File: src/rtl/clock_set_controller.sv
// clock_set_controller: debounced MODE/UP/DOWN front end stepping a field-select FSM and strobing up_n/down_n.
// Optional AUTO_REPEAT_EN adds held-button auto-repeat pulses.
module clock_set_controller #(
  parameter int NUM_FIELDS      = 3,
  parameter int DEBOUNCE_CYCLES = 500000,
  parameter int REPEAT_DELAY    = 25000000,
  parameter int REPEAT_PERIOD   = 5000000
) (
  input  logic                  clk,
  input  logic                  rst,
  input  logic                  btn_mode_n,
  input  logic                  btn_up_n,
  input  logic                  btn_down_n,
  output logic                  set_ena,
  output logic [NUM_FIELDS-1:0] up_n,
  output logic [NUM_FIELDS-1:0] down_n,
  output logic [(NUM_FIELDS > 1 ? $clog2(NUM_FIELDS) : 1)-1:0] field
);
  localparam int FW = NUM_FIELDS > 1 ? $clog2(NUM_FIELDS) : 1;
  localparam int DW = DEBOUNCE_CYCLES > 1 ? $clog2(DEBOUNCE_CYCLES) : 1;
  typedef enum logic {RUN, SET} state_t;
  state_t st;
  logic [2:0] raw, s1, s2, arm, deb, deb_q, ev;
  logic [DW-1:0] cnt [3];
  logic pu, pd;
  assign raw = {btn_down_n, btn_up_n, btn_mode_n};
  assign ev  = deb_q & ~deb;
  // arm stays low until a released level is seen, so a press held through reset is dropped
  always_ff @(posedge clk) begin
    if (rst) begin
      s1    <= '0;
      s2    <= '0;
      arm   <= '0;
      deb   <= '1;
      deb_q <= '1;
      for (int i = 0; i < 3; i++) cnt[i] <= '0;
    end else begin
      s1    <= raw;
      s2    <= s1;
      arm   <= arm | s2;
      deb_q <= deb;
      for (int i = 0; i < 3; i++)
        if (!arm[i] || s2[i] == deb[i]) cnt[i] <= '0;
        else if (cnt[i] == DW'(DEBOUNCE_CYCLES - 1)) begin
          deb[i] <= s2[i];
          cnt[i] <= '0;
        end else cnt[i] <= cnt[i] + 1'b1;
    end
  end
`ifdef AUTO_REPEAT_EN
  localparam int RMAX = REPEAT_DELAY > REPEAT_PERIOD ? REPEAT_DELAY : REPEAT_PERIOD;
  localparam int RW   = RMAX > 1 ? $clog2(RMAX) : 1;
  logic rep_on, rep_up, rep_rpt, held, hit;
  logic [RW-1:0] rcnt;
  assign held = rep_up ? ~deb[1] : ~deb[2];
  assign hit  = rep_on && held && rcnt == (rep_rpt ? RW'(REPEAT_PERIOD - 1) : RW'(REPEAT_DELAY - 1));
  assign pu   = ev[1] ? ~ev[2] : hit & rep_up & ~ev[2];
  assign pd   = ev[2] ? ~ev[1] : hit & ~rep_up & ~ev[1];
  // rep_rpt selects the first (delay) or subsequent (period) interval
  always_ff @(posedge clk) begin
    if (rst || ev[0] || st == RUN || (ev[1] && ev[2])) begin
      rep_on  <= 1'b0;
      rep_up  <= 1'b0;
      rep_rpt <= 1'b0;
      rcnt    <= '0;
    end else if (ev[1] || ev[2]) begin
      rep_on  <= 1'b1;
      rep_up  <= ev[1];
      rep_rpt <= 1'b0;
      rcnt    <= '0;
    end else if (!rep_on || !held) begin
      rep_on  <= 1'b0;
      rep_rpt <= 1'b0;
      rcnt    <= '0;
    end else if (hit) begin
      rep_rpt <= 1'b1;
      rcnt    <= '0;
    end else rcnt <= rcnt + 1'b1;
  end
`else
  assign pu = ev[1] & ~ev[2];
  assign pd = ev[2] & ~ev[1];
`endif
  always_ff @(posedge clk) begin
    if (rst) begin
      st      <= RUN;
      set_ena <= 1'b0;
      field   <= '0;
      up_n    <= '1;
      down_n  <= '1;
    end else begin
      up_n   <= '1;
      down_n <= '1;
      if (ev[0]) begin
        if (st == RUN) begin
          st      <= SET;
          set_ena <= 1'b1;
          field   <= '0;
        end else if (field == FW'(NUM_FIELDS - 1)) begin
          st      <= RUN;
          set_ena <= 1'b0;
          field   <= '0;
        end else field <= field + 1'b1;
      end else if (st == SET) begin
        up_n[field]   <= ~pu;
        down_n[field] <= ~pd;
      end
    end
  end
endmodule

File: config.mk
export PLATFORM = sky130hd
export DESIGN_NAME = clock_set_controller
export DESIGN_NICKNAME = d
export VERILOG_FILES = /design/src/rtl/clock_set_controller.sv
export SDC_FILE = /design/constraint.sdc
export NUM_CORES = 1
export LEC_CHECK = 0
export BUFFER_PORTS_ARGS = -buffer_cell sky130_fd_sc_hd__buf_2
export CAP_MARGIN = 10
export CORE_ASPECT_RATIO = 0.75
export CORE_MARGIN = 1.5
export CORE_UTILIZATION = 50
export DETAILED_ROUTE_END_ITERATION = 12
export PLACE_DENSITY = 0.66
export SLEW_MARGIN = 0
export SYNTH_ARGS = -nofsm -noshare
export SYNTH_HDL_FRONTEND = slang
export SYNTH_SLANG_ARGS = --single-unit
File: constraint.sdc
create_clock -name clk -period 3.1 [get_ports clk]
set_clock_uncertainty 0.15 [all_clocks]
set_input_delay 0.465 -clock clk [delete_from_list [all_inputs] [get_ports clk]]
set_output_delay 0.465 -clock clk [all_outputs]
set_load 0.01 [all_outputs]
==> flow_summary.yaml <==
run_status:
  run_status: "completed"
yosys:
  synth.yosys.seq_area_share: 0.5522
  synth.area.top_cells: "sky130_fd_sc_hd__edfxtp_1, sky130_fd_sc_hd__dfxtp_1, sky130_fd_sc_hd__nor2_1"
  synth_area_leader_cell: "sky130_fd_sc_hd__edfxtp_1"
  post_synth_xor_area_fraction: 0.09182
  postSynthRegisterBits: 82
  post_synth_mux_area_share: 0.002498
  syn_avg_cell_area_um2: 10.33
  synth_adder_area_share: 0.009369
  synthDistinctLibCells: 44
  postSynthCellCount: 388
  ys_warn_count: 0
  synth_area_um2: 4006
  synth_compound_area_frac: 0.06059
  synth_simple_gate_area_frac: 0.2626
  synth_top_cell_area_share: 0.4272
  main_combinational_cell_family_by_area_after_synthesis: "simple AND/OR/NAND/NOR gates"
sta:
  timing_hold_violations_final: 0
  grt_setup_unrepaired: "false"
  maxClockFrequency_mhz: 389.2
  post_route_setup_slack_ns: 0.5309
  timing.final.crit_period_ns: 2.569
  setup_viol: 0
  relSlewSlack: 0.5767
  timing_max_transition_violations_final: 0
  final.period_utilization: 0.8287
  worst_pin_slew_ns: 0.6262
  setup_tns_ns: 0
detailed_routing:
  wl_met1_um: 3594
  route.top_layer_used: "met4"
  drt-wirelength-per-cell_um: 12.43
  detailroute.via_count: 2945
  drt_pass1_iterations: 4
  vias_per_cell: 5.158
  first_iter_violations: 129
  antenna_left: 0
  totalWireLength_um: 7098
  route.met2.wl_um: 3241
  drcViolationCount: 0
  met3_length_um: 211
clock_tree:
  cts_hold_buffers: 0
  cts_resized: 0
  cts_max_path_buffers: 2
  cts_tree: "done"
  cts_max_level: 3
  cts_buffers: 9
  cts_num_sinks: 82
  clkTransAtPathRegs_ns: 0.09
  clk-insertion-delay-late_ns: 0.35
  cts.root.buffer_cell: "sky130_fd_sc_hd__clkbuf_8"
  cts.repair_timing.setup_buffer_count: 0
global_route:
  initial_antenna_violation_count: 0
  grt_max_degree: 20
  global_route.overflow_total: 0
  grt_pass1_vias: 2753
  grt_pass1_wl_um: 12170
  grt_util_all_layers: 0.1804
job:
  drv.max_cap_violation_count: 0
die:
  rows: 28
  design.portCount: 14
  design.core.area_um2: 7812
  die_height_um: 80.52
  die_width_um: 106.4
  floorplan.initialDensity: 0.5128
  floorplan.die_area_um2: 8564
placement:
  dpl_worst_slack_ns: 0.5226
  io_buffers: 13
  globalplace.congestion: 0.8039
  hpwlAfterDp_um: 5136
power:
  static-leakage-power_uw: 0.001544
  powerDensity_nw_per_um2: 462.6
  ir_worst_vdd_v: 0.0003691
critical_path:
  critPathArrivalTime_ns: 2.51
  timing.setup.critical_path_class: "register to register"
  worstPathMaxFanout: 19
  timing.critical_path.required_ns: 3.04
  critical_path_endpoint_category: "register"
  critPathLaunchType: "register"
cells_and_area:
  n_antenna_cell: 0
  post_route_cells_drive_above_1_share: 0.08798
  mostFrequentLayoutCell: "sky130_fd_sc_hd__nor2_1"
  syn_to_final_growth_pct: 14.40
  num-fill-cells: 712
  nets: 469
  leading_cell_types_in_the_layout_fill_and_taps_excluded: "sky130_fd_sc_hd__nor2_1, sky130_fd_sc_hd__edfxtp_1, sky130_fd_sc_hd__conb_1"
worst_hold_path:
  worst_hold_class: "primary input to register"
cell type report:
type	instances	area (um2)	area share
Clock buffer	11	162.7	0.03549
Clock inverter	5	38.79	0.008463
Inverter	11	41.29	0.009009
Multi-Input combinational cell	343	1924	0.4199
Sequential cell	82	2212	0.4827
Tap cell	105	131.4	0.02867
Timing Repair Buffer	14	72.57	0.01583
metrics by stage:
step / power, uW / std cells / hold slack (ns) / area, um2 / util
2_1_floorplan: 1333 / 444 / 0.2638 / 4217 / -
3_3_place_gp: 1354 / 555 / 0.2705 / 4382 / 0.5609
3_5_place_dp: 1357 / 555 / 0.2780 / 4382 / 0.5609
4_1_cts: 2143 / 571 / 0.1559 / 4583 / 0.5866
5_1_grt: 2196 / 571 / 0.1710 / 4583 / 0.5866
6_report: 2120 / 571 / 0.1700 / 4583 / 0.5866
final timing paths:
| kind | from | to | slack [ns] | depth (start not counted) |
|---|---|---|---|---|
| worst max-delay path | cnt[1][7]$_SDFFCE_PN0P_ | cnt[1][10]$_SDFFCE_PN0P_ | 0.53 | 4 |
| worst min-delay path | btn_mode_n | s1[0]$_SDFF_PP0_ | 0.17 | 2 |
| worst max register to register | cnt[1][7]$_SDFFCE_PN0P_ | cnt[1][10]$_SDFFCE_PN0P_ | 0.53 | 4 |
| worst min register to register | s1[2]$_SDFF_PP0_ | s2[2]$_SDFF_PP0_ | 0.30 | 1 |
report_power, final:
group          internal (uW)  switching (uW)  total [uW]
Sequential              1210            45.5        1250
Combinational           32.6            48.6        81.2
Clock                    372             414         786
Total                   1610             508        2120
synth_stat cells:
library cell and number:
sky130_fd_sc_hd__mux2i_1 1, sky130_fd_sc_hd__and3_1 3, sky130_fd_sc_hd__or3_1 4, sky130_fd_sc_hd__nand3b_1 1
sky130_fd_sc_hd__nor2b_1 9, sky130_fd_sc_hd__xnor2_1 25, sky130_fd_sc_hd__or4b_2 1, sky130_fd_sc_hd__dfxtp_1 25
sky130_fd_sc_hd__ha_1 3, sky130_fd_sc_hd__o41ai_1 1, sky130_fd_sc_hd__a21oi_1 14, sky130_fd_sc_hd__o2111ai_4 1
sky130_fd_sc_hd__nor3b_1 1, sky130_fd_sc_hd__a22oi_1 1, sky130_fd_sc_hd__edfxtp_1 57, sky130_fd_sc_hd__clkbuf_1 4
sky130_fd_sc_hd__a21boi_0 1, sky130_fd_sc_hd__a31o_2 2, sky130_fd_sc_hd__o21ai_0 9, sky130_fd_sc_hd__nor2_1 64
sky130_fd_sc_hd__nand3_1 25, sky130_fd_sc_hd__o311ai_0 1, sky130_fd_sc_hd__xor2_1 17, sky130_fd_sc_hd__nor3_1 11
sky130_fd_sc_hd__nand2_1 25, sky130_fd_sc_hd__inv_1 11, sky130_fd_sc_hd__and4_1 4, sky130_fd_sc_hd__nand2b_1 2
sky130_fd_sc_hd__nor4b_1 4, sky130_fd_sc_hd__o21bai_1 1, sky130_fd_sc_hd__or4_4 1, sky130_fd_sc_hd__or4_1 9
sky130_fd_sc_hd__buf_2 1, sky130_fd_sc_hd__conb_1 1, sky130_fd_sc_hd__buf_6 1, sky130_fd_sc_hd__o31ai_1 3
sky130_fd_sc_hd__buf_1 2, sky130_fd_sc_hd__a21o_1 1, sky130_fd_sc_hd__o211ai_1 1, sky130_fd_sc_hd__nand4_1 21
sky130_fd_sc_hd__a31oi_1 1, sky130_fd_sc_hd__or2_2 6, sky130_fd_sc_hd__nor4_1 10, sky130_fd_sc_hd__nor4bb_1 2
cell families after synthesis:
family	Yosys count
and+or+nand+nor	203
xor gates and xnor gates	42
DFF	82
other	1
buffers and inverters	19
muxes	1
AOI/OAI and AO/OA	37
adders and majority gates	3
sequential cells by signal, summed over array words and instances (netlist names):
register and count:
field 2, down_n 3, arm 3, deb 3
set_ena 1, up_n 3, cnt 57, deb_q 3
st 1, s2 3, s1 3
routing by layer:
metal | vias to the layer above | GRT usage
li1 | 1515 | -
met1 | 1384 | 0.2408
met2 | 40 | 0.2955
met3 | 6 | 0.04140
met4 | 0 | 0.05000
met5 | - | 0
critical path, cell delays in order (launching register included):
cell                        delay, ns
sky130_fd_sc_hd__edfxtp_1        0.50
sky130_fd_sc_hd__or4_1           0.57
sky130_fd_sc_hd__or4_4           0.46
sky130_fd_sc_hd__o2111ai_4       0.51
sky130_fd_sc_hd__nor2_1          0.12
(Power assumes the default switching activity.)
